File: src/rtl/uv_spi_pkg.sv
// rtl/uv_spi_pkg.sv - shared SPI mode, frame width and idle-byte constants
package uv_spi_pkg;

    // {CPOL, CPHA}; only mode 0 is implemented
    localparam logic [1:0] SPI_MODE = 2'b00;
    localparam int unsigned FRAME_W = 8;
    localparam logic [FRAME_W-1:0] TX_IDLE_DEF = 8'hFF;

    typedef enum logic {
        ST_IDLE   = 1'b0,
        ST_ACTIVE = 1'b1
    } spi_state_e;

endpackage

File: src/rtl/uv_spi_fifo.sv
// rtl/uv_spi_fifo.sv - show-ahead FIFO, push ignored when full, pop ignored when empty
module uv_spi_fifo #(
    parameter int AW = 3,
    parameter int DW = 8
) (
    input  logic          clk,
    input  logic          rst_n,
    input  logic          push,
    input  logic [DW-1:0] wdata,
    input  logic          pop,
    output logic [DW-1:0] rdata,
    output logic          empty,
    output logic          full
);

    logic [DW-1:0] mem [2**AW];
    logic [AW:0]   wr_ptr;
    logic [AW:0]   rd_ptr;
    logic          do_push;
    logic          do_pop;

    assign do_push = push & ~full;
    assign do_pop  = pop & ~empty;

    always_ff @(posedge clk or negedge rst_n) begin
        if (!rst_n) begin
            wr_ptr <= '0;
            rd_ptr <= '0;
        end else begin
            if (do_push) wr_ptr <= wr_ptr + 1'b1;
            if (do_pop)  rd_ptr <= rd_ptr + 1'b1;
        end
    end

    always_ff @(posedge clk) begin
        if (do_push) mem[wr_ptr[AW-1:0]] <= wdata;
    end

    assign rdata = mem[rd_ptr[AW-1:0]];
    assign empty = (wr_ptr == rd_ptr);
    assign full  = (wr_ptr[AW] != rd_ptr[AW]) && (wr_ptr[AW-1:0] == rd_ptr[AW-1:0]);

endmodule

File: src/rtl/uv_spi_slv_shifter.sv
// rtl/uv_spi_slv_shifter.sv - SPI pin synchronizers, edge detect, shift registers, bit counter
module uv_spi_slv_shifter
    import uv_spi_pkg::*;
(
    input  logic               clk,
    input  logic               rst_n,
    input  logic               spi_cs,
    input  logic               spi_sck,
    input  logic               spi_mosi,
    input  logic               active,
    input  logic               load,
    input  logic [FRAME_W-1:0] load_data,
    output logic               cs_fall,
    output logic               cs_rise,
    output logic               rx_push,
    output logic [FRAME_W-1:0] rx_byte,
    output logic               tx_need,
    output logic               miso_bit
);

    localparam logic SCK_IDLE = SPI_MODE[1];

    logic [1:0]         cs_sync;
    logic [1:0]         sck_sync;
    logic [1:0]         mosi_sync;
    logic               cs_q;
    logic               sck_q;
    logic               sck_rise;
    logic               sck_fall;
    logic [2:0]         bit_cnt;
    logic [FRAME_W-1:0] rx_sr;
    logic [FRAME_W-1:0] tx_sr;

    // cs chain resets as "selected" so a cs already low at reset release is not seen as a new frame
    always_ff @(posedge clk or negedge rst_n) begin
        if (!rst_n) begin
            cs_sync   <= 2'b00;
            cs_q      <= 1'b0;
            sck_sync  <= {2{SCK_IDLE}};
            sck_q     <= SCK_IDLE;
            mosi_sync <= 2'b00;
        end else begin
            cs_sync   <= {cs_sync[0], spi_cs};
            cs_q      <= cs_sync[1];
            sck_sync  <= {sck_sync[0], spi_sck};
            sck_q     <= sck_sync[1];
            mosi_sync <= {mosi_sync[0], spi_mosi};
        end
    end

    assign cs_fall  = cs_q & ~cs_sync[1];
    assign cs_rise  = ~cs_q & cs_sync[1];
    assign sck_rise = active & sck_sync[1] & ~sck_q;
    assign sck_fall = active & ~sck_sync[1] & sck_q;

    assign rx_byte  = {rx_sr[FRAME_W-2:0], mosi_sync[1]};
    assign rx_push  = sck_rise & (bit_cnt == 3'd7);
    // counter already wrapped to 0 on a falling edge means the frame's last bit has gone out
    assign tx_need  = sck_fall & (bit_cnt == 3'd0);
    assign miso_bit = tx_sr[FRAME_W-1];

    always_ff @(posedge clk or negedge rst_n) begin
        if (!rst_n) begin
            bit_cnt <= 3'd0;
            rx_sr   <= '0;
            tx_sr   <= '0;
        end else begin
            if (!active) begin
                bit_cnt <= 3'd0;
                rx_sr   <= '0;
            end else if (sck_rise) begin
                bit_cnt <= bit_cnt + 3'd1;
                rx_sr   <= rx_byte;
            end
            if (load) begin
                tx_sr <= load_data;
            end else if (sck_fall) begin
                tx_sr <= {tx_sr[FRAME_W-2:0], 1'b0};
            end
        end
    end

endmodule

File: src/rtl/uv_spi_slave.sv
// rtl/uv_spi_slave.sv - SPI mode-0 slave with RX/TX byte queues; UV_SPI_SLAVE_IRQ_EN enables spi_irq
module uv_spi_slave
    import uv_spi_pkg::*;
#(
    parameter int         RXQ_AW  = 3,
    parameter int         TXQ_AW  = 3,
    parameter logic [7:0] TX_IDLE = TX_IDLE_DEF
) (
    input  logic       clk,
    input  logic       rst_n,
    input  logic       spi_cs,
    input  logic       spi_sck,
    input  logic       spi_mosi,
    output logic       spi_miso,
    output logic       spi_miso_oe,
    output logic       rx_vld,
    input  logic       rx_rdy,
    output logic [7:0] rx_data,
    input  logic       tx_vld,
    output logic       tx_rdy,
    input  logic [7:0] tx_data,
    input  logic       sts_clr,
    output logic       rx_ovf,
    output logic       tx_udf,
    output logic       spi_irq
);

    spi_state_e state;
    spi_state_e state_nxt;
    logic       active;
    logic       load;
    logic       cs_fall;
    logic       cs_rise;
    logic       rx_push;
    logic       tx_need;
    logic       miso_bit;
    logic [7:0] rx_byte;
    logic [7:0] tx_head;
    logic [7:0] load_data;
    logic       rx_empty;
    logic       rx_full;
    logic       tx_empty;
    logic       tx_full;

    assign active = (state == ST_ACTIVE);

    uv_spi_slv_shifter u_shifter (
        .clk       (clk),
        .rst_n     (rst_n),
        .spi_cs    (spi_cs),
        .spi_sck   (spi_sck),
        .spi_mosi  (spi_mosi),
        .active    (active),
        .load      (load),
        .load_data (load_data),
        .cs_fall   (cs_fall),
        .cs_rise   (cs_rise),
        .rx_push   (rx_push),
        .rx_byte   (rx_byte),
        .tx_need   (tx_need),
        .miso_bit  (miso_bit)
    );

    always_ff @(posedge clk or negedge rst_n) begin
        if (!rst_n) state <= ST_IDLE;
        else        state <= state_nxt;
    end

    always_comb begin
        state_nxt = state;
        load      = 1'b0;
        case (state)
            ST_IDLE: begin
                if (cs_fall) begin
                    state_nxt = ST_ACTIVE;
                    load      = 1'b1;
                end
            end
            ST_ACTIVE: begin
                if (cs_rise)      state_nxt = ST_IDLE;
                else if (tx_need) load      = 1'b1;
            end
            default: state_nxt = ST_IDLE;
        endcase
    end

    assign load_data = tx_empty ? TX_IDLE : tx_head;

    uv_spi_fifo #(.AW(RXQ_AW), .DW(8)) u_rxq (
        .clk   (clk),
        .rst_n (rst_n),
        .push  (rx_push),
        .wdata (rx_byte),
        .pop   (rx_rdy),
        .rdata (rx_data),
        .empty (rx_empty),
        .full  (rx_full)
    );

    uv_spi_fifo #(.AW(TXQ_AW), .DW(8)) u_txq (
        .clk   (clk),
        .rst_n (rst_n),
        .push  (tx_vld),
        .wdata (tx_data),
        .pop   (load),
        .rdata (tx_head),
        .empty (tx_empty),
        .full  (tx_full)
    );

    assign rx_vld      = ~rx_empty;
    assign tx_rdy      = ~tx_full;
    assign spi_miso_oe = active;
    assign spi_miso    = active & miso_bit;

    always_ff @(posedge clk or negedge rst_n) begin
        if (!rst_n) begin
            rx_ovf <= 1'b0;
            tx_udf <= 1'b0;
        end else begin
            rx_ovf <= (rx_push & rx_full) | (rx_ovf & ~sts_clr);
            tx_udf <= (load & tx_empty) | (tx_udf & ~sts_clr);
        end
    end

`ifdef UV_SPI_SLAVE_IRQ_EN
    logic irq_q;
    always_ff @(posedge clk or negedge rst_n) begin
        if (!rst_n) irq_q <= 1'b0;
        else        irq_q <= rx_vld | rx_ovf | tx_udf;
    end
    assign spi_irq = irq_q;
`else
    assign spi_irq = 1'b0;
`endif

endmodule

File: config.mk
export PLATFORM = sky130hd
export DESIGN_NAME = uv_spi_slave
export DESIGN_NICKNAME = d
export VERILOG_FILES = /design/src/rtl/uv_spi_pkg.sv /design/src/rtl/uv_spi_fifo.sv /design/src/rtl/uv_spi_slv_shifter.sv /design/src/rtl/uv_spi_slave.sv
export SDC_FILE = /design/constraint.sdc
export NUM_CORES = 1
export LEC_CHECK = 0
export BUFFER_PORTS_ARGS = -buffer_cell sky130_fd_sc_hd__buf_2
export CORE_AREA = 2 2 110 112
export CTS_BUF_LIST = sky130_fd_sc_hd__clkbuf_8
export CTS_CLUSTER_SIZE = 10
export DETAILED_ROUTE_END_ITERATION = 10
export DIE_AREA = 0 0 112 114
export PLACE_DENSITY = 0.8
export SETUP_SLACK_MARGIN = 0.05
export SLEW_MARGIN = 20
export SYNTH_ARGS = -nofsm -noshare
export SYNTH_HDL_FRONTEND = slang
export SYNTH_SLANG_ARGS = --single-unit
File: constraint.sdc
create_clock -name clk -period 2.8 [get_ports clk]
set_input_delay 0.14 -clock clk [delete_from_list [all_inputs] [get_ports clk]]
set_output_delay 0.14 -clock clk [all_outputs]
set_load 0.1 [all_outputs]
==> impl_results.md <==
* Synthesized flop and latch total at 173
* # DRC at 0
* Synth top area share at 54.1%
* I/O pin total at 31
* Post-synthesis cell type count at 44
* TritonRoute pass-1 iters at 4
* Post-synthesis instance total at 395
* Status: finished clean
* Port Buffers at 29
* GPL Wtd Cong at 0.805
* Post-Synth Simple-Gate Area at 6.13%
* CP Depth at 4
* Core area at 11700 um2
* Synth Area in XOR/XNOR at 3.33%
* Mux share of post-synthesis cell area at 13.5%
* CP Class: reg2out
* Tmin final at 2.41 ns
* Worst slew pin tran at 0.882 ns
* Worst setup SP type: flop
* Synthesized area at 7100 um2
* WP data required at 2.66 ns
* Final period utilization at 85.9%
* Clock power frac at 21.0%
* Max-slew violations at 0
* Clock-pin slew on the worst setup and hold paths at 0.09 ns
* Ys flop type: edfxtp_1
* Max Cap Violations at 0
* Register area share after synthesis at 70.0%
* CP bufs+invs at 2
* Flop pwr share at 43.8%
* Nets at 475
* Most frequent cells after synthesis: edfxtp_1 (128), dfrtp_1 (45), mux4_2 (25)
* RSZ-0062 raised after global routing: false
* Placed inst area at 7430 um2
* Layout cells sized above 1 at 26.8%
* CTS Buffer Depth at 2
* CP max stage delay at 0.57 ns
* TritonCTS clock tree: built
* Global-route wire length before repair at 19.4 mm
* Leak pwr at 2.86 nW
* Initial core utilization at 60.7%
* GRT Total Usage at 20.2%
* H-tree levels at 4
* Most numerous cell in the Yosys netlist: edfxtp_1
* Worst R2R Path Depth at 5
* CP endpoint kind: primary output
* Vias per Instance at 5.77
* Adder-Cell Fraction of Synth Area at 1.23%
* Mapped Nets at 418
* Die H at 114 um
* Post-route ant nets at 0
* RR Endpoint: u_txq.mem[5][1]
* Internal at 0.00473 W
* CTS root buffer: clkbuf_8
* Placed cells at 565
* Skew-Pair Late Insertion Delay at 0.44 ns
* Peak Freq at 416 MHz
* Via Count at 3518
* Post-Route Setup TNS at 0 ns
* R2R Setup Slk at 0.47 ns
* # diodes at 0
* Crit-path slowest cell: mux4_2
* Largest net degree at the start of global routing at 46
* Yosys warning total at 0
* Worst-path maximum fanout at 21
* Final HPWL DP at 7.94 mm
* Avg Cell Area, Syn at 18.0 um2
* Row cnt at 40
* Vias in the first global route at 3702
* Grt total ovfl at 0
* Peak supply drop at 0.000775 V
* Synth area leaders: edfxtp_1 (54%), dfrtp_1 (16%), mux4_2 (7.9%), mux4_1 (2.6%), mux2_2 (1.7%)
* Critical Path, Cell by Cell: buf_4 -> mux4_2 -> mux2_2 -> buf_2
* Largest area contributor in the netlist: edfxtp_1
* Worst relative slew slack at 40.9%
* Worst Skew at 0.0104 ns
* Sw Ratio at 36.6%
* Delay-heaviest family, CP: multiplexers
* Clk sink count at 173
* Pwr/cell area at 940 nW/um2
* Crit path from: u_rxq.rd_ptr[0]
* HP Class: in2async
* Worst r2r src: u_txq.wr_ptr[0]
* Total CTS buffers at 17
* Iter 0 DRT Violations at 178
* Full die area at 12800 um2
* Ys async rst share at 26.0%
* Total wire length at 11.7 mm
* Critical Path AT at 2.27 ns
* Final setup viols at 0
* Crit path to: rx_data[6]
* Setup repair bufs after CTS at 0
* Initial antenna violation count at 0
* Compound-Gate Fraction of Synth Area at 3.54%
* Main combinational cell family by area after synthesis: multiplexers
* Area growth, synth to finish at 11.7%
* Final instance area at 7940 um2
* Die X at 112 um
* Switch Pwr at 0.00273 W
* Combinational group share of total power at 35.2%
* Post-synth EDFFs at 128
* Mean routed wirelength per cell at 19.2 um
* Hold Vio Cnt, Final at 0
* Layout Cells excl Fill at 610
through the flow:
step	worst slack [ns]	hold slack (ns)	util, %	power, W
5_1_grt	0.262	0.279	67.8	0.00782
3_5_place_dp	0.395	0.250	63.4	0.00595
6_report	0.394	0.241	67.8	0.00746
4_1_cts	0.344	0.00584	67.5	0.00752
3_3_place_gp	0.483	0.248	63.4	0.00587
2_1_floorplan	0.313	-0.156	-	0.00546
metal layers:
layer	wire length (um)	vias to the layer above	GRT usage (%)
met5	0	-	0
met4	214	0	7.64
met3	330	19	5.21
met2	6280	65	34.8
met1	4910	1792	25.1
li1	-	1642	-
what timing repair did:
item	CTS	global route
hold endpoints to repair	101	10
gates resized for setup	0	0
hold buffers	13	2
layout make-up:
cell class	count	area [um2]
Sequential cell	173	4970
Clock buffer	17	234
Inverter	8	30.0
Tap cell	147	184
Multi-Input combinational cell	192	1990
Clock inverter	13	115
Fill cell	775	3770
Timing Repair Buffer	60	418
cell families after synthesis:
family                   Yosys count
buffers and inverters             30
adder cells (fa/ha/maj)            7
flip-flops                       173
multiplexers                      52
AND/OR/NAND/NOR                   77
XOR/XNOR                          24
AO/OA/AOI/OAI                     31
other                              1
worst min path at each step:
stage | start | to | cells past startpoint
floorplan | rst_n | rx_ovf | 0
detailed placement | spi_mosi | u_shifter.mosi_sync[0] | 1
finish | rst_n | u_shifter.mosi_sync[1] | 2
global placement | spi_mosi | u_shifter.mosi_sync[0] | 1
global route | rst_n | u_txq.rd_ptr[3] | 2
CTS | tx_data[7] | u_txq.mem[3][7] | 1
layout by cell type (no fill, tap or decap), types with 2 or more instances in the layout:
| cell type | count |
|---|---|
| edfxtp_1 | 128 |
| dfrtp_1 | 44 |
| buf_2 | 28 |
| mux4_2 | 25 |
| nand2_1 | 24 |
| clkbuf_8 | 17 |
| buf_4 | 17 |
| dlygate4sd3_1 | 15 |
| xor2_1 | 12 |
| nor2_1 | 12 |
| mux2_2 | 11 |
| o21ai_0 | 11 |
| xnor2_1 | 10 |
| and2_1 | 10 |
| inv_1 | 8 |
| mux2i_1 | 8 |
| o221ai_1 | 8 |
| nand2b_1 | 7 |
| a31oi_1 | 7 |
| mux4_1 | 7 |
| ha_1 | 7 |
| nand3_1 | 6 |
| inv_6 | 5 |
| nor3_2 | 4 |
| a41oi_2 | 2 |
| nand4_1 | 2 |
| nor3_1 | 2 |
| clkinvlp_4 | 2 |
| clkinv_2 | 2 |
| clkinv_1 | 2 |
registers in the layout, summed over array words and instances, names as in the netlist, 2 cells and up:
register             count
u_rxq.mem               64
u_txq.mem               64
u_shifter.tx_sr          8
u_shifter.rx_sr          7
u_rxq.rd_ptr             4
u_rxq.wr_ptr             4
u_txq.rd_ptr             4
u_txq.wr_ptr             4
u_shifter.bit_cnt        3
u_shifter.cs_sync        2
u_shifter.mosi_sync      2
u_shifter.sck_sync       2
power groups by stage:
| stage | Clock [W] | Combinational (W) | Sequential (W) |
|---|---|---|---|
| 5_1_grt | 0.00172 | 0.00280 | 0.00330 |
| 6_report | 0.00157 | 0.00263 | 0.00327 |
| 3_5_place_dp | 0 | 0.00263 | 0.00332 |
| 3_3_place_gp | 0 | 0.00257 | 0.00330 |
| 4_1_cts | 0.00160 | 0.00266 | 0.00326 |
| 2_1_floorplan | 0 | 0.00221 | 0.00326 |
(Power assumes the default switching activity.)
